<file path="src/rtl/wordle_guess_scorer.sv">
// wordle_guess_scorer
// Scores a latched guess against a latched target word with Wordle rules.
// Greens are resolved first (one letter per cycle), then yellows are found by
// sweeping every (guess letter i, target letter j) pair with j as the inner
// loop. A per-target "used" mask guarantees that each target letter credits at
// most one guess letter, which is what makes duplicate letters come out right.
// Score field encoding per letter: 00 grey, 01 yellow, 10 green.

module wordle_guess_scorer #(
  parameter int N_LETTERS = 5,
  parameter int LETTER_W  = 8
) (
  input  logic                            board_clk,
  input  logic                            reset,
  input  logic                            start,
  input  logic [N_LETTERS*LETTER_W-1:0]   guess_word,
  input  logic [N_LETTERS*LETTER_W-1:0]   target_word,
  output logic                            busy,
  output logic                            done,
  output logic                            result_valid,
  output logic [2*N_LETTERS-1:0]          score,
  output logic                            win
);

  localparam int IDX_W = (N_LETTERS > 1) ? $clog2(N_LETTERS) : 1;
  localparam logic [IDX_W-1:0] LAST_IDX = IDX_W'(N_LETTERS - 1);

  localparam logic [1:0] SCORE_GREY   = 2'b00;
  localparam logic [1:0] SCORE_YELLOW = 2'b01;
  localparam logic [1:0] SCORE_GREEN  = 2'b10;

  typedef enum logic [1:0] {
    IDLE,
    GREEN,
    YELLOW,
    DONE
  } state_t;

  state_t state;
  state_t next_state;

  logic [IDX_W-1:0]    i_idx;
  logic [IDX_W-1:0]    j_idx;
  logic [LETTER_W-1:0] guess_q  [N_LETTERS];
  logic [LETTER_W-1:0] target_q [N_LETTERS];
  logic [1:0]          score_q  [N_LETTERS];
  logic [N_LETTERS-1:0] used_q;
  logic                result_valid_q;

  logic [LETTER_W-1:0] guess_i;
  logic [LETTER_W-1:0] target_i;
  logic [LETTER_W-1:0] target_j;
  logic [1:0]          score_i;
  logic                used_j;
  logic                i_last;
  logic                j_last;
  logic                all_green;

  assign i_last = (i_idx == LAST_IDX);
  assign j_last = (j_idx == LAST_IDX);

  // State register; reset returns to IDLE immediately, discarding any partial score
  always_ff @(posedge board_clk or posedge reset) begin
    if (reset) begin
      state <= IDLE;
    end else begin
      state <= next_state;
    end
  end

  // Next-state sequencing plus the busy/done status decoded from the state
  always_comb begin
    next_state = state;
    busy       = 1'b0;
    done       = 1'b0;
    case (state)
      IDLE: begin
        if (start) begin
          next_state = GREEN;
        end
      end
      GREEN: begin
        busy = 1'b1;
        if (i_last) begin
          next_state = YELLOW;
        end
      end
      YELLOW: begin
        busy = 1'b1;
        if (i_last && j_last) begin
          next_state = DONE;
        end
      end
      DONE: begin
        busy       = 1'b1;
        done       = 1'b1;
        next_state = IDLE;
      end
      default: begin
        next_state = IDLE;
      end
    endcase
  end

  // Select the letters, score field and used bit addressed by the i/j counters
  always_comb begin
    guess_i  = '0;
    target_i = '0;
    target_j = '0;
    score_i  = SCORE_GREY;
    used_j   = 1'b0;
    for (int k = 0; k < N_LETTERS; k++) begin
      if (i_idx == IDX_W'(k)) begin
        guess_i  = guess_q[k];
        target_i = target_q[k];
        score_i  = score_q[k];
      end
      if (j_idx == IDX_W'(k)) begin
        target_j = target_q[k];
        used_j   = used_q[k];
      end
    end
  end

  // Scoring datapath: latch words on accept, green pass, then the i/j yellow sweep
  always_ff @(posedge board_clk or posedge reset) begin
    if (reset) begin
      i_idx          <= '0;
      j_idx          <= '0;
      used_q         <= '0;
      result_valid_q <= 1'b0;
      for (int k = 0; k < N_LETTERS; k++) begin
        guess_q[k]  <= '0;
        target_q[k] <= '0;
        score_q[k]  <= SCORE_GREY;
      end
    end else begin
      case (state)
        IDLE: begin
          if (start) begin
            i_idx          <= '0;
            j_idx          <= '0;
            used_q         <= '0;
            result_valid_q <= 1'b0;
            for (int k = 0; k < N_LETTERS; k++) begin
              guess_q[k]  <= guess_word[(N_LETTERS-1-k)*LETTER_W +: LETTER_W];
              target_q[k] <= target_word[(N_LETTERS-1-k)*LETTER_W +: LETTER_W];
              score_q[k]  <= SCORE_GREY;
            end
          end
        end
        GREEN: begin
          if (guess_i == target_i) begin
            for (int k = 0; k < N_LETTERS; k++) begin
              if (i_idx == IDX_W'(k)) begin
                score_q[k] <= SCORE_GREEN;
                used_q[k]  <= 1'b1;
              end
            end
          end
          i_idx <= i_last ? '0 : i_idx + 1'b1;
          j_idx <= '0;
        end
        YELLOW: begin
          if ((score_i == SCORE_GREY) && !used_j && (guess_i == target_j)) begin
            for (int k = 0; k < N_LETTERS; k++) begin
              if (i_idx == IDX_W'(k)) begin
                score_q[k] <= SCORE_YELLOW;
              end
              if (j_idx == IDX_W'(k)) begin
                used_q[k] <= 1'b1;
              end
            end
          end
          j_idx <= j_last ? '0 : j_idx + 1'b1;
          if (j_last) begin
            i_idx <= i_last ? '0 : i_idx + 1'b1;
          end
          if (i_last && j_last) begin
            result_valid_q <= 1'b1;
          end
        end
        default: begin
          i_idx <= '0;
          j_idx <= '0;
        end
      endcase
    end
  end

  // Pack the per-letter fields (letter 0 in the MSBs) and detect an all-green result
  always_comb begin
    score     = '0;
    all_green = 1'b1;
    for (int k = 0; k < N_LETTERS; k++) begin
      score[2*(N_LETTERS-1-k) +: 2] = score_q[k];
      if (score_q[k] != SCORE_GREEN) begin
        all_green = 1'b0;
      end
    end
  end

  assign result_valid = result_valid_q;
  assign win          = result_valid_q & all_green;

endmodule
</file>
<file path="config.mk">
export PLATFORM = sky130hd
export DESIGN_NAME = wordle_guess_scorer
export DESIGN_NICKNAME = d
export VERILOG_FILES = /design/src/rtl/wordle_guess_scorer.sv
export SDC_FILE = /design/constraint.sdc
export NUM_CORES = 1
export LEC_CHECK = 0
export ABC_AREA = 0
export ABC_CLOCK_PERIOD_IN_PS = 8189
export BUFFER_PORTS_ARGS = -buffer_cell sky130_fd_sc_hd__buf_2
export CAP_MARGIN = 30
export CORE_MARGIN = 3
export CORE_UTILIZATION = 50
export DETAILED_ROUTE_END_ITERATION = 8
export PLACE_DENSITY = 0.78
export SLEW_MARGIN = 15
export SYNTH_ARGS = -nofsm -noshare
export SYNTH_HDL_FRONTEND = slang
export SYNTH_SLANG_ARGS = --single-unit
export TNS_END_PERCENT = 5
</file>
<file path="constraint.sdc">
create_clock -name board_clk -period 8.19 [get_ports board_clk]
set_input_delay 0.4095 -clock board_clk [delete_from_list [all_inputs] [get_ports board_clk]]
set_output_delay 0.4095 -clock board_clk [all_outputs]
set_load 0.02 [all_outputs]
</file>
# Yosys cells after proc, flatten, opt, wreduce, memory -nomap -nowiden
# Cells that the tools add are included.
[classes]
addsub = 2
n_eq_ne = 37
mux = 72
bitwise = 1
n_reduce_logical = 25
[op_table]
columns = ["op", "n"]
rows = [
  ["$mux 8", 15],
  ["$reduce_and 6->1", 10],
  ["$ne 2x2->1 const B", 24],
  ["$mux 2", 17],
  ["$mux 10", 3],
  ["$pmux 10 s3", 1],
  ["$mux 1", 24],
  ["$eq 8x8->1", 2],
  ["$mux 5", 3],
  ["$pmux 5 s3", 1],
  ["$eq 3x2->1 const B", 4],
  ["$mux 3", 4],
  ["$pmux 3 s3", 1],
  ["$pmux 2 s4", 1],
  ["$add 3x1->3 const B", 2],
  ["$eq 3x1->1 const B", 2],
  ["$eq 3x3->1 const B", 2],
  ["$logic_not 3->1", 2],
  ["$pmux 3 s2", 1],
  ["$reduce_and 3->1", 2],
  ["$eq 2x2->1 const B", 2],
  ["$logic_not 2->1", 2],
  ["$reduce_and 2->1", 2],
  ["$logic_and 1x1->1", 3],
  ["other kinds (7)", 7],
]
[word_totals]
register_bits = 104
in_bits = 83
out_inout_bits = 14
word_cells = 161

# Longest topological paths before layout
[logic_depth]
depth_word = 11
ltp_mapped = 15
mapped_depth_nobuf = 10

# Worst setup path before layout
# OpenSTA, ideal clock, no wires.
[synth_timing]
path_type = "register -> register"
startpoint = "reg i_idx[2]"
endpoint = "reg used_q[0]"
setup_ns = 0.127
t_arrival_ns = 3.224
t_required_ns = 8.063
setup_slack_ns = 4.838
path_stages_with_launch = 14
n_path_buf = 3
synth_period_minus_slack_ns = 3.352
cell_sequence = "dfrtp_1 -> buf_2 -> buf_2 -> inv_1 -> ha_1 -> or2_1 -> buf_2 -> a221oi_4 -> a211oi_1 -> or4_1 -> o41a_1 -> nor3_4 -> nand4_1 -> mux2_1"
[synth_via]
elab_chain_cells = 11
elab_cells_between_ends = 29
classes_between = "eq/ne: 9; mux: 15; reduce/logical: 5"
[synth_rtl]
columns = ["element", "line_no", "rtl"]
rows = [
  ["from (decl)", "42", "logic [IDX_W-1:0] i_idx;"],
  ["from (signal assigned)", "161", "i_idx <= i_last ? '0 : i_idx + 1'b1;"],
  ["from (signal assigned)", "177", "i_idx <= i_last ? '0 : i_idx + 1'b1;"],
  ["parallel branches: the longest is 10 deep, another holds $mux 8", "n/a", ""],
  ["$reduce_and 6->1 (no line) *", "n/a", ""],
  ["to (signal assigned)", "143", "used_q <= '0;"],
  ["to (signal, indexed assignment)", "157", "used_q[k] <= 1'b1;"],
  ["to (signal, indexed assignment)", "171", "used_q[k] <= 1'b1;"],
  ["to (decl)", "47", "logic [N_LETTERS-1:0] used_q;"],
]
# Mark *: on every way between the ends.
# A chain may end at the register's enable or synchronous reset.

# Worst setup path in the final report
[layout_timing]
startpoint = "reg i_idx[2]"
endpoint = "reg score_q (netlist bit score[3])"
[layout_via]
elab_chain_cells = 11
elab_cells_between_ends = 30
classes_between = "eq/ne: 10; mux: 15; reduce/logical: 5"
[layout_rtl]
columns = ["element", "line_no", "rtl"]
rows = [
  ["parallel branches: the longest is 10 deep, another holds $mux 8", "n/a", ""],
  ["$reduce_and 6->1 (no line) *", "n/a", ""],
  ["to (signal, indexed assignment)", "148", "score_q[k] <= SCORE_GREY;"],
  ["to (signal, indexed assignment)", "156", "score_q[k] <= SCORE_GREEN;"],
  ["to (signal, indexed assignment)", "168", "score_q[k] <= SCORE_YELLOW;"],
  ["to (decl)", "46", "logic [1:0] score_q [N_LETTERS];"],
]
# Marks and branches as above.

==> summary.md <==
| Metric | Value |
|---|---|
| Status | finished clean |
| Crit path time final | about 4.7 ns |
| Grt total ovfl | 0 |
| Clock root buffer | clkbuf_16 |
| CP required | between 8 and 9 ns |
| CTS Sinks | 104 |
| EDFF count, synth | 0 |
| Chip height | between 100 and 150 um |
| R2r worst-path depth | 10 |
| Post-Syn Area | 5760 um^2 |
| CP endpoint kind | flip-flop |
| CP Data Arrival Time | 4.96 ns |
| Largest net degree at the start of global routing | 82 |
| CTS Hold Buffers Added | 0 |
| Synth Area per Inst | ~11 um^2 |
| CTS resizes | 0 |
| Fin crit share | 57.7% |
| Layer carrying the most global-route usage | met2 |
| CTS tree | done |
| Top-level I/O count | 97 |
| Yosys cell types | 49 |
| Initial antenna violation count | 0 |
| Post-layout util | 59.9% |
| Routed length per instance | 20.2 um |
| Peak VDD IR | 0.271 mV |
| Worst setup SP type | flip-flop |
| # placed instances | approximately 740 |
| Slew of the pin with the lowest slew margin | 0.846 ns |
| Die W | between 100 and 150 um |
| Num CTS Buffers | 9 |
| RSZ-0062 raised after global routing | false |
| Fin. max-slew vios | 0 |
| Register area | between 2000 and 3000 um^2 |
| Setup violators final | 0 |
| DP HPWL | 10.9 mm |
| Pwr Density | 431 nW/um^2 |
| Die footprint | ~13000 um^2 |
| Endpoints failing hold | 0 |
| Post-DRT Antenna Nets | 0 |
| Leakage | 3.00 nW |
| Achievable Freq | 212 MHz |
| #FFs+latches synth | 104 |
| WL final | approximately 15 mm |
| Max-slew headroom | 43.5% |
| Synth Flop Type | dfrtp_1 |
| Post-synth ARST share | 100% |
| # port buffers | 96 |
| Met3 Track Usage GR | 7.59% |
| Maxcap violations | 0 |
| Reg2Reg Setup Slack | 3.46 ns |
| Via count | 4717 |
| Placer Congestion | 0.921 |
| Multi-input logic area | 2880 um^2 |
| Ys Warns | 0 |
| Clk pin slew, worst setup/hold paths | 0.07 ns |
| Max Buffers Root-to-Sink | 2 |
| Initial Utilization | 52.2% |
| Synth-to-layout area growth | 14.8% |
| Antenna diodes | 0 |
| Setup CP Type | flip-flop to flip-flop |
| H-tree levels | 3 |
| Rows | 38 |
| First-pass GRT wire length | 23.9 mm |
| Layout cells sized above 1 | 33.0% |
| Hold Path Class | input port to async pin |
| Post-Layout Cell Count | 759 |
| Residual DRC count | 0 |
| Synth Instances | 542 |
| Setup Buffers After CTS | 0 |
| Met1 Usage GRT | 30.2% |
| Clock skew | 0.00988 ns |
| Final nets | 712 |
| Setup_tns | 0 ns |
| Total nets after synthesis | 640 |
| Filler instances | between 900 and 1000 |
| DR iter-0 viols | 529 |
| Core Region | between 10000 and 15000 um^2 |
| Register area share after synthesis | a little under half |
| Critical Path Fanout Max | 25 |
| Insertion delay to the later sink of the worst-skew pair | 0.37 ns |
| Via density | 6.21 |
| Drt first pass iters | 5 |
| R2R Path Start | i_idx[2]$_DFFE_PP0P_ |
| Number of global-route vias before repair | 4711 |
| Total GRT Usage | 23.8% |
| FF-to-FF End | score[3]$_DFFE_PP0P_ |
| GR Layer Usage met2 | 39.1% |
-- critical path: stages (launching register included) --
cell and delay, ns:
dfrtp_1 0.78, inv_1 0.21, ha_1 0.51, nor2_1 0.59
o221ai_1 0.28, o211a_1 0.18, or4_1 0.53, o41a_1 0.39
nor3_4 0.53, and2_1 0.44, a31oi_1 0.14
-- metrics by stage --
step	instance area, um^2	hold slack [ns]	setup slack [ns]	power [mW]
floorplan	5760	0.465	4.84	2.01
detailed placement	6270	0.486	3.63	2.37
finish	6610	0.0934	3.46	2.85
CTS	6580	0.120	3.60	2.82
global placement	6260	0.475	3.83	2.30
global route	6610	0.142	3.23	3.02
-- metal layers --
layer	up-vias	wire, um	part of all wire, %
met5	-	0	0
met2	225	7420	48
met1	2315	6390	42
met3	36	1120	7.3
met4	0	388	2.5
li1	2141	-	-
-- cells in the mapped netlist (2+ instances only) --
cell type,count,area [um^2]
buf_4,4,30.0
o221ai_1,7,61.3
a21oi_1,26,130
clkbuf_1,21,78.8
o31ai_1,2,15.0
nand3b_1,10,75.1
nor2b_1,5,31.3
o311ai_1,3,26.3
a211oi_1,3,22.5
a31oi_1,22,138
nor3_1,4,20.0
xor2_1,9,78.8
and3b_1,7,61.3
a221oi_1,15,131
o21ai_0,22,110
and3_1,8,50.1
nand3_1,18,90.1
dfrtp_1,104,2600
nand2b_1,2,12.5
nand4b_1,2,17.5
o211a_1,2,20.0
nor2_1,22,82.6
o211ai_1,6,45.0
a21o_1,8,60.1
nand4_1,7,43.8
and2_1,5,31.3
nand2_1,35,131
mux2_2,80,901
mux2_1,5,56.3
a211o_1,5,43.8
o311ai_0,4,35.0
buf_2,15,75.1
inv_1,23,86.3
ha_1,15,188
or4_1,2,15.0
-- state kept, by name, indices dropped and copies added, names as in the netlist --
| register | count |
|---|---|
| i_idx | 3 |
| j_idx | 3 |
| state | 2 |
| used_q | 5 |
| result_valid | 1 |
| score | 10 |
| target_q | 40 |
| guess_q | 40 |
-- area by class of cell --
class | instances | share of cell area, %
clock inverter | 7 | 1.23
multi-input combinational | 373 | 43.5
clock buffer | 9 | 3.41
timing repair buffer | 102 | 8.37
sequential | 104 | 39.4
inverter | 24 | 1.40
tap | 140 | 2.65
-- power breakdown --
| part | total, mW | internal [mW] | switching [mW] |
|---|---|---|---|
| combinational | 1.41 | 0.645 | 0.760 |
| sequential | 0.994 | 0.769 | 0.224 |
| clock | 0.450 | 0.243 | 0.207 |
| total | 2.85 | 1.66 | 1.19 |
-- cells in the final DEF (no fill, tap or decap), types with 9 or more instances in the layout --
cell	instances
dfrtp_1	104
buf_2	96
mux2_2	80
nand2_1	34
a21oi_1	26
a31oi_1	22
inv_1	22
nor2_1	22
o21ai_0	22
nand3_1	18
a221oi_1	15
ha_1	15
nand3b_1	10
xor2_1	9
clkbuf_16	9
-- cells by family after synthesis --
group / after synthesis / share of synthesized area (%)
AO/OA/AOI/OAI: 134 / 16.5
AND/OR/NAND/NOR: 129 / 11.9
flip-flops: 104 / 45.2
multiplexers: 86 / 16.8
buffers and inverters: 65 / 4.96
adder cells (fa/ha/maj): 15 / 3.26
XOR/XNOR: 9 / 1.37
-- worst max-delay path by stage --
stage | from | to | cells past startpoint
final | i_idx[2]$_DFFE_PP0P_ | score[3]$_DFFE_PP0P_ | 10
after global routing | i_idx[2]$_DFFE_PP0P_ | score[7]$_DFFE_PP0P_ | 10
after CTS | i_idx[2]$_DFFE_PP0P_ | score[7]$_DFFE_PP0P_ | 10
after detailed placement | i_idx[2]$_DFFE_PP0P_ | score[7]$_DFFE_PP0P_ | 10
after global placement | i_idx[2]$_DFFE_PP0P_ | score[7]$_DFFE_PP0P_ | 10
after floorplan | i_idx[2]$_DFFE_PP0P_ | used_q[0]$_DFFE_PP0P_ | 13
(Power assumes the default switching activity.)
